[src/rtl/ysyx_24080014_wbu.sv]
// Writeback unit: single holding stage between LSU/EXU results and the GPR write port,
// with load-data alignment, a commit handshake, and a per-register outstanding-write scoreboard.
`timescale 1ns/1ps

module ysyx_24080014_wbu #(
    parameter int unsigned  XLEN  = 32,
    parameter int unsigned  NREG  = 32,
    parameter int unsigned  CNT_W = 2,
    localparam int unsigned RW    = $clog2(NREG)
) (
    input  logic            clk,
    input  logic            rst,

    input  logic            in_valid,
    output logic            in_ready,
    input  logic [XLEN-1:0] in_pc,
    input  logic            in_wen,
    input  logic [RW-1:0]   in_rd,
    input  logic [XLEN-1:0] in_data,
    input  logic            in_is_load,
    input  logic [2:0]      in_funct3,
    input  logic [1:0]      in_addr_lo,

    output logic            commit_valid,
    input  logic            commit_ready,
    output logic [XLEN-1:0] commit_pc,

    output logic            gpr_wen,
    output logic [RW-1:0]   gpr_rd,
    output logic [XLEN-1:0] gpr_wdata,

    input  logic            sb_set,
    input  logic [RW-1:0]   sb_set_rd,
    output logic            sb_set_ready,
    input  logic [RW-1:0]   rs1_q,
    input  logic [RW-1:0]   rs2_q,
    output logic            rs1_busy,
    output logic            rs2_busy
);

    localparam logic [CNT_W-1:0] CNT_MAX = '1;

    logic            wb_valid_q, wb_valid_d;
    logic [XLEN-1:0] wb_pc_q,    wb_pc_d;
    logic            wb_wen_q,   wb_wen_d;
    logic [RW-1:0]   wb_rd_q,    wb_rd_d;
    logic [XLEN-1:0] wb_data_q,  wb_data_d;

    logic [CNT_W-1:0] cnt_q [NREG];
    logic [CNT_W-1:0] cnt_d [NREG];

    logic            accept;
    logic            fire;
    logic            inc;
    logic            dec;
    logic [7:0]      ld_byte;
    logic [15:0]     ld_half;
    logic [XLEN-1:0] load_data;

    // Handshake; reset masks the held entry so nothing retires or writes while rst is high
    assign in_ready     = rst | ~wb_valid_q | commit_ready;
    assign commit_valid = wb_valid_q & ~rst;
    assign fire         = commit_valid & commit_ready;
    assign accept       = in_valid & in_ready & ~rst;

    assign dec          = fire & wb_wen_q & (wb_rd_q != '0);
    assign gpr_wen      = dec;
    assign commit_pc    = wb_pc_q;
    assign gpr_rd       = wb_rd_q;
    assign gpr_wdata    = wb_data_q;

    // Byte/half selection by address offset; a half at offset 3 only has one real byte
    always_comb begin
        ld_byte = in_data[7:0];
        ld_half = in_data[15:0];
        case (in_addr_lo)
            2'd0: begin
                ld_byte = in_data[7:0];
                ld_half = in_data[15:0];
            end
            2'd1: begin
                ld_byte = in_data[15:8];
                ld_half = in_data[23:8];
            end
            2'd2: begin
                ld_byte = in_data[23:16];
                ld_half = in_data[31:16];
            end
            default: begin
                ld_byte = in_data[31:24];
                ld_half = {8'h00, in_data[31:24]};
            end
        endcase
    end

    // Load extension; non-loads, lw and unknown funct3 pass the word through
    always_comb begin
        load_data = in_data;
        if (in_is_load) begin
            case (in_funct3)
                3'b000:  load_data = {{(XLEN-8){ld_byte[7]}}, ld_byte};
                3'b001:  load_data = {{(XLEN-16){ld_half[15]}}, ld_half};
                3'b100:  load_data = {{(XLEN-8){1'b0}}, ld_byte};
                3'b101:  load_data = {{(XLEN-16){1'b0}}, ld_half};
                default: load_data = in_data;
            endcase
        end
    end

    // Holding stage next state
    always_comb begin
        wb_valid_d = wb_valid_q;
        wb_pc_d    = wb_pc_q;
        wb_wen_d   = wb_wen_q;
        wb_rd_d    = wb_rd_q;
        wb_data_d  = wb_data_q;
        if (accept) begin
            wb_valid_d = 1'b1;
            wb_pc_d    = in_pc;
            wb_wen_d   = in_wen;
            wb_rd_d    = in_rd;
            wb_data_d  = load_data;
        end else if (fire) begin
            wb_valid_d = 1'b0;
        end
    end

    always_ff @(posedge clk) begin
        if (rst) begin
            wb_valid_q <= 1'b0;
            wb_pc_q    <= '0;
            wb_wen_q   <= 1'b0;
            wb_rd_q    <= '0;
            wb_data_q  <= '0;
        end else begin
            wb_valid_q <= wb_valid_d;
            wb_pc_q    <= wb_pc_d;
            wb_wen_q   <= wb_wen_d;
            wb_rd_q    <= wb_rd_d;
            wb_data_q  <= wb_data_d;
        end
    end

    // A saturated counter can still take a set when the same register retires this cycle
    assign sb_set_ready = rst
                        | (cnt_q[sb_set_rd] != CNT_MAX)
                        | (dec & (wb_rd_q == sb_set_rd))
                        | (sb_set_rd == '0);
    assign inc          = sb_set & sb_set_ready & ~rst & (sb_set_rd != '0);

    assign rs1_busy     = ~rst & (cnt_q[rs1_q] != '0);
    assign rs2_busy     = ~rst & (cnt_q[rs2_q] != '0);

    // Scoreboard counters; entry 0 stays zero, underflow holds at zero
    always_comb begin
        logic inc_r;
        logic dec_r;
        for (int unsigned r = 0; r < NREG; r++) begin
            inc_r    = inc & (sb_set_rd == RW'(r));
            dec_r    = dec & (wb_rd_q == RW'(r));
            cnt_d[r] = cnt_q[r];
            if (r == 0) begin
                cnt_d[r] = '0;
            end else if (inc_r && !dec_r) begin
                cnt_d[r] = cnt_q[r] + CNT_W'(1);
            end else if (dec_r && !inc_r && (cnt_q[r] != '0)) begin
                cnt_d[r] = cnt_q[r] - CNT_W'(1);
            end
        end
    end

    always_ff @(posedge clk) begin
        for (int unsigned r = 0; r < NREG; r++) begin
            if (rst) begin
                cnt_q[r] <= '0;
            end else begin
                cnt_q[r] <= cnt_d[r];
            end
        end
    end

endmodule
[config.mk]
export PLATFORM = sky130hd
export DESIGN_NAME = ysyx_24080014_wbu
export DESIGN_NICKNAME = d
export VERILOG_FILES = /design/src/rtl/ysyx_24080014_wbu.sv
export SDC_FILE = /design/constraint.sdc
export NUM_CORES = 1
export LEC_CHECK = 0
export BUFFER_PORTS_ARGS = -buffer_cell sky130_fd_sc_hd__buf_2
export CELL_PAD_IN_SITES_DETAIL_PLACEMENT = 1
export CELL_PAD_IN_SITES_GLOBAL_PLACEMENT = 1
export CORE_MARGIN = 2
export CORE_UTILIZATION = 35
export CTS_CLUSTER_SIZE = 8
export DETAILED_ROUTE_END_ITERATION = 10
export PLACE_DENSITY = 0.7
export SETUP_SLACK_MARGIN = 0.3
export SLEW_MARGIN = 20
export SYNTH_ARGS = -nofsm -noshare
export SYNTH_HDL_FRONTEND = slang
export SYNTH_SLANG_ARGS = --single-unit
[constraint.sdc]
create_clock -name clk -period 3.8 [get_ports clk]
set_input_delay 0.76 -clock clk [delete_from_list [all_inputs] [get_ports clk]]
set_output_delay 0.76 -clock clk [all_outputs]
set_load 0.1 [all_outputs]
; ---- Word-level counts from Yosys, hierarchy flattened
; Memories as Yosys holds them, arrays and structs flattened.
; Cells that the tools add are included.
[op_classes]
mux = 103
n_reduce_logical = 194
eq_ne = 69
n_bitwise = 113
n_addsub = 62
[op_table]
columns = operator, n
row1 = 2-bit 2-to-1 mux, 94
row2 = "5-bit == test, second input constant", 32
row3 = 32-bit case mux with 4 select lines, 1
row4 = 1-bit logical AND, 93
row5 = "5-bit by 4-bit == test with 1-bit output, second input constant", 16
row6 = 1-bit bitwise AND, 74
row7 = 2-bit nonzero test, 34
row8 = "2-bit by 1-bit adder with 2-bit output, second input constant", 31
row9 = 1-bit logical NOT, 62
row10 = "2-bit by 1-bit subtractor with 2-bit output, second input constant", 31
row11 = 16-bit case mux with 3 select lines, 1
row12 = "5-bit by 3-bit == test with 1-bit output, second input constant", 8
row13 = 1-bit bitwise OR, 37
row14 = 32-bit 2-to-1 mux, 1
row15 = 8-bit case mux with 3 select lines, 1
row16 = "5-bit by 2-bit == test with 1-bit output, second input constant", 4
row17 = "5-bit by 1-bit == test with 1-bit output, second input constant", 2
row18 = 5-bit nonzero test, 2
row19 = "3-bit == test, second input constant", 2
row20 = 5-bit == test, 1
row21 = 5-bit logical NOT, 1
row22 = 1-bit 2-to-1 mux, 5
row23 = "3-bit by 1-bit == test with 1-bit output, second input constant", 1
row24 = 3-bit logical NOT, 1
row25 = other kinds (5), 6
[totals]
register_bits = 71
ramBits = 64
n_memories = 1
out_inout_bits = 75
inputBits = 96
elab_cells = 547
[memory_table]
columns = name, words, width, rd, rd_ports_with_merged_regs, wr, line_no
row1 = cnt_q, 32, 2, 34, 0, 32, 49  ; logic [CNT_W-1:0] cnt_q [NREG];

; ---- Longest topological paths before layout
[logic_depth]
depth_word = 18
depth_mapped = 10
depth_no_buf = 7

; ---- Worst setup path after synthesis
; No wires, ideal clock.
[synth_path]
kind = input port to output port
start = in rs1_q[1]
end = out rs1_busy
cell_stages = 5
path_buffers = 2
slack_ns = -1.342
arrival_ns = 4.382
required_time_ns = 3.040
path_cell_list = clkbuf_1 -> clkbuf_1 -> mux4_2 -> mux4_2 -> a211oi_1
[synth_via]
elab_chain_len = 3
[synth_lines]
columns = item, line_no
row1 = from (decl), 35  ; input logic [RW-1:0] rs1_q,
row2 = memory 32 x 2 bit, -
row3 = 2-bit nonzero test, 151  ; assign rs1_busy = ~rst & (cnt_q[rs1_q] != '0);
row4 = 1-bit bitwise AND, 151
row5 = to (decl), 37  ; output logic rs1_busy,
; No other way between the ends.

; ---- Worst setup path after layout
[layout_path]
start = in sb_set_rd[0]
end = out sb_set_ready
[layout_via]
elab_chain_len = 5
word_cells_on_any_way = 8
classes_between = eq/ne: 2 / bitwise: 4 / reduce/logical: 1 / memory: 1
[layout_lines]
columns = item, line_no
row1 = from (decl), 33  ; input logic [RW-1:0] sb_set_rd,
row2 = memory 32 x 2 bit, -
row3 = 2-bit inequality test, 146  ; | (cnt_q[sb_set_rd] != CNT_MAX)
row4 = 1-bit bitwise OR, 146
row5 = 1-bit bitwise OR, 147  ; | (dec & (wb_rd_q == sb_set_rd))
row6 = 1-bit bitwise OR *, 148  ; | (sb_set_rd == '0);
row7 = to (decl), 34  ; output logic sb_set_ready,
; Mark *: on every way between the ends. The rest lies on a longest branch, timed or not.

==> out/metrics.csv <==
stage,metric,value,unit
grt,first-pass GRT wire length,46300,um
worst_setup_path,WS Path Type,primary input to output pin,
worst_setup_path,reg2reg start,gpr_rd[4]$_SDFFE_PP0P_,
clocking,# H-tree levels,4,
min_path,HP Class,flip-flop to flip-flop,
layout,layout cell share with drive strength beyond 1,22.4,%
worst_setup_path,"slowest stage delay, CP",0.56,ns
placed_design,PortBufs,170,
logic_synthesis,multiplexer area fraction after synthesis,7.28,%
worst_setup_path,crit-path leading delay family,multiplexers,
timing,final hold vios,0,
logic_synthesis,largest family of logic cells by synthesized area,compound AO/OA/AOI/OAI gates,
min_path,Hold Crit Depth,2,
placed_design,post-place instance area,8960,um2
layout,footprint of the multi-input gates,4900,um2
grt,grt ovf,0,
worst_setup_path,Crit-path slowest cell,mux4_2,
route,via count,8309,
power,maximum vdd drop,238,uV
grt,initial antenna violation count,2,
placed_design,detailed placer's ending HPWL,20900,um
layout,fillcell total,2736,
flow_run,maxcap violations,0,
worst_setup_path,CP arrival,2.61,ns
logic_synthesis,Unique masters post-synth,58,
logic_synthesis,Yosys top cell area share,33.9,%
logic_synthesis,dominant synthesized flop cell,dfxtp_1,
route,overall routed net length,28600,um
outcome,status,"complete, no violations",
route,# DRC,0,
logic_synthesis,"Cell Area, Synth",7860,um2
clocking,hold_buf cts,0,
clocking,Clock Latency Late Sink,0.44,ns
die,CORE AREA,22000,um2
logic_synthesis,register area share after synthesis,33.9,%
timing,Slew HR,50.7,%
worst_setup_path,Critical Path Start Type,primary input,
die,Die Height,154,um
route,WL/cell,19.6,um
placed_design,routability cong.,0.852,
worst_setup_path,crit path capture type,output pin,
worst_setup_path,reg-to-reg endpoint,cnt_q[15][0]$_SDFFE_PP0P_,
layout,final instance area,9600,um2
power,PwrDens,436,nW/um2
route,number of detailed-route iterations in the first pass,6,
logic_synthesis,#FFs+latches synth,133,
timing,fin. max-slew vios,0,
timing,period utilization,88.7,%
logic_synthesis,Synth Area in Simple Gates,26.5,%
grt,number of global-route vias before repair,8360,
die,Die Width,154,um
logic_synthesis,Syn Inst Count,1030,
min_path,Min-Delay Endpoint,commit_pc[9]$_SDFFE_PP0P_,
die,row cnt,54,
worst_setup_path,R2R depth,7,
logic_synthesis,Post-synth EDFFs,0,
layout,Synth-to-Final Area Change,22.3,%
min_path,Hold Path Origin,commit_pc[9]$_SDFFE_PP0P_,
layout,Storage cell area,2660,um2
logic_synthesis,synthesized area per cell,7.63,um2
die,initial core utilization,35.8,%
clocking,TritonCTS clock tree,done,
logic_synthesis,top post-synthesis cells by area,"dfxtp_1 34%, nand2_1 8.0%, a21oi_1 7.2%",
logic_synthesis,Synth Area in XOR/XNOR,1.34,%
clocking,clock sinks,133,
die,Die ar.,23700,um2
timing,"Min Clock Period, post-route",3.37,ns
timing,Setup TNS Final,0,ns
worst_setup_path,CP Data Required Time,3.04,ns
worst_setup_path,CP Cell Sequence,"buf_4, mux4_2, a22oi_1, nand2_1, and3_1, o21ai_2, buf_12",
worst_setup_path,FF-to-FF setup slack,0.89,ns
route,1st-iter DRT viols,467,
timing,Clock Skews,0.0109,ns
logic_synthesis,Compound-Gate Fraction of Synth Area,26.7,%
clocking,CTS root buf,clkbuf_16,
placed_design,Placement Setup Slack,0.223,ns
die,num ports,171,
power,Leak Pwr,3.68,nW
layout,fin util,43.7,%
clocking,CTS buffer count,17,
layout,Nets,1257,
timing,final setup fails,0,
route,Via density,5.71,
worst_setup_path,worst-path maximum fanout,23,
route,post-route ant nets,0,
timing,fin worst setup slack,0.430,ns
timing,slew at the pin closest to its max-slew limit,0.736,ns
logic_synthesis,syn_nets,1126,
clocking,CTS Buffer Depth,2,
grt,Tot GR Track Use,24.4,%
logic_synthesis,biggest area consumer among synthesized cells,dfxtp_1,
logic_synthesis,synth warn,0,
grt,largest net degree at the start of global routing,127,
timing,unrepaired setup endpoints after global routing,false,
logic_synthesis,Synth Area in Adders,0,%
worst_setup_path,WP buf/inv,2,
timing,WHS,0.454,ns
clocking,clock transition at the registers of the reported paths,0.07,ns
logic_synthesis,post-synthesis async set-or-reset flop share,0,%
timing,f_max,297,MHz
-- stage by stage --
step	cells	power, mW
finish	1455	4.19
CTS	1454	4.22
global placement	1422	2.40
floorplan	1030	2.19
detailed placement	1422	2.41
global route	1454	4.35
-- repair_timing --
| action | CTS | global route |
|---|---|---|
| endpoints found under the hold margin | 0 | 0 |
| setup endpoints to repair | 2 | 0 |
| buffers inserted | 0 | 0 |
| gates resized for setup | 2 | 0 |
-- cells in the mapped netlist (all sizes together) (16+ instances only) --
cell      n
nand2   168
dfxtp   133
nor2    116
a21oi   113
o21ai    70
a211oi   61
clkbuf   54
nor3     45
mux4     23
nand2b   21
nand3    19
buf      18
o211ai   17
and3     16
-- power by group --
| part | internal [mW] | switching (mW) | leakage [nW] |
|---|---|---|---|
| Sequential | 1.45 | 0.0455 | 1.09 |
| Clock | 1.02 | 0.790 | 0.312 |
| Combinational | 0.194 | 0.684 | 2.28 |
| Total | 2.67 | 1.52 | 3.68 |
-- worst max path at each step --
| stage | start | to | slack (ns) | cells after the start |
|---|---|---|---|---|
| 2_1_floorplan | rs1_q[1] | rs1_busy | -0.003 | 5 |
| 3_3_place_gp | sb_set_rd[0] | sb_set_ready | 0.27 | 7 |
| 3_5_place_dp | sb_set_rd[0] | sb_set_ready | 0.22 | 7 |
| 4_1_cts | rs2_q[1] | rs2_busy | 0.41 | 6 |
| 5_1_grt | cnt_q[31][0]$_SDFFE_PP0P_ | rs1_busy | 0.31 | 5 |
| 6_report | sb_set_rd[0] | sb_set_ready | 0.43 | 7 |
-- layout by cell type (no fill, tap or decap), types with 20 or more instances in the layout --
cell	netlist	routed
nand2_1	168	168
buf_2	10	166
dfxtp_1	133	133
nor2_1	115	115
a21oi_1	113	112
o21ai_0	64	63
a211oi_1	61	58
nor3_1	43	43
mux4_2	23	23
nand2b_1	21	20
-- sequential cells by signal, indices dropped and copies added, names as in the netlist --
signal,cells
wb_valid_q,1
gpr_wdata,32
wb_wen_q,1
cnt_q,62
gpr_rd,5
commit_pc,32
-- worst register-to-register path, stage by stage (launching register included) --
cell,delay [ns]
dfxtp_1,0.42
nor3_1,0.44
a211o_1,0.25
o31a_1,0.35
o2111a_1,0.59
nor2_2,0.13
or3b_1,0.39
a221oi_1,0.25
-- cell type report --
cell class / instances / share of cell area [%]
Antenna cell: 1 / 0.0261
Clock buffer: 17 / 4.43
Clock inverter: 15 / 2.12
Inverter: 11 / 0.430
Multi-Input combinational cell: 814 / 51.0
Sequential cell: 133 / 27.7
Tap cell: 280 / 3.65
Timing Repair Buffer: 184 / 10.6
-- kinds of logic after synthesis --
group | count (synthesis)
xor gates and xnor gates | 12
AOI/OAI and AO/OA | 329
buffers and inverters | 83
and+or+nand+nor | 445
DFF | 133
muxes | 28
-- layer usage --
metal	track usage [%]	wire, um	vias up
met1	32.7	13000	4015
li1	-	-	4009
met5	0	0	-
met3	7.33	2180	26
met4	5.65	413	0
met2	38.8	13000	259
Power figures use the tool's default switching activity.
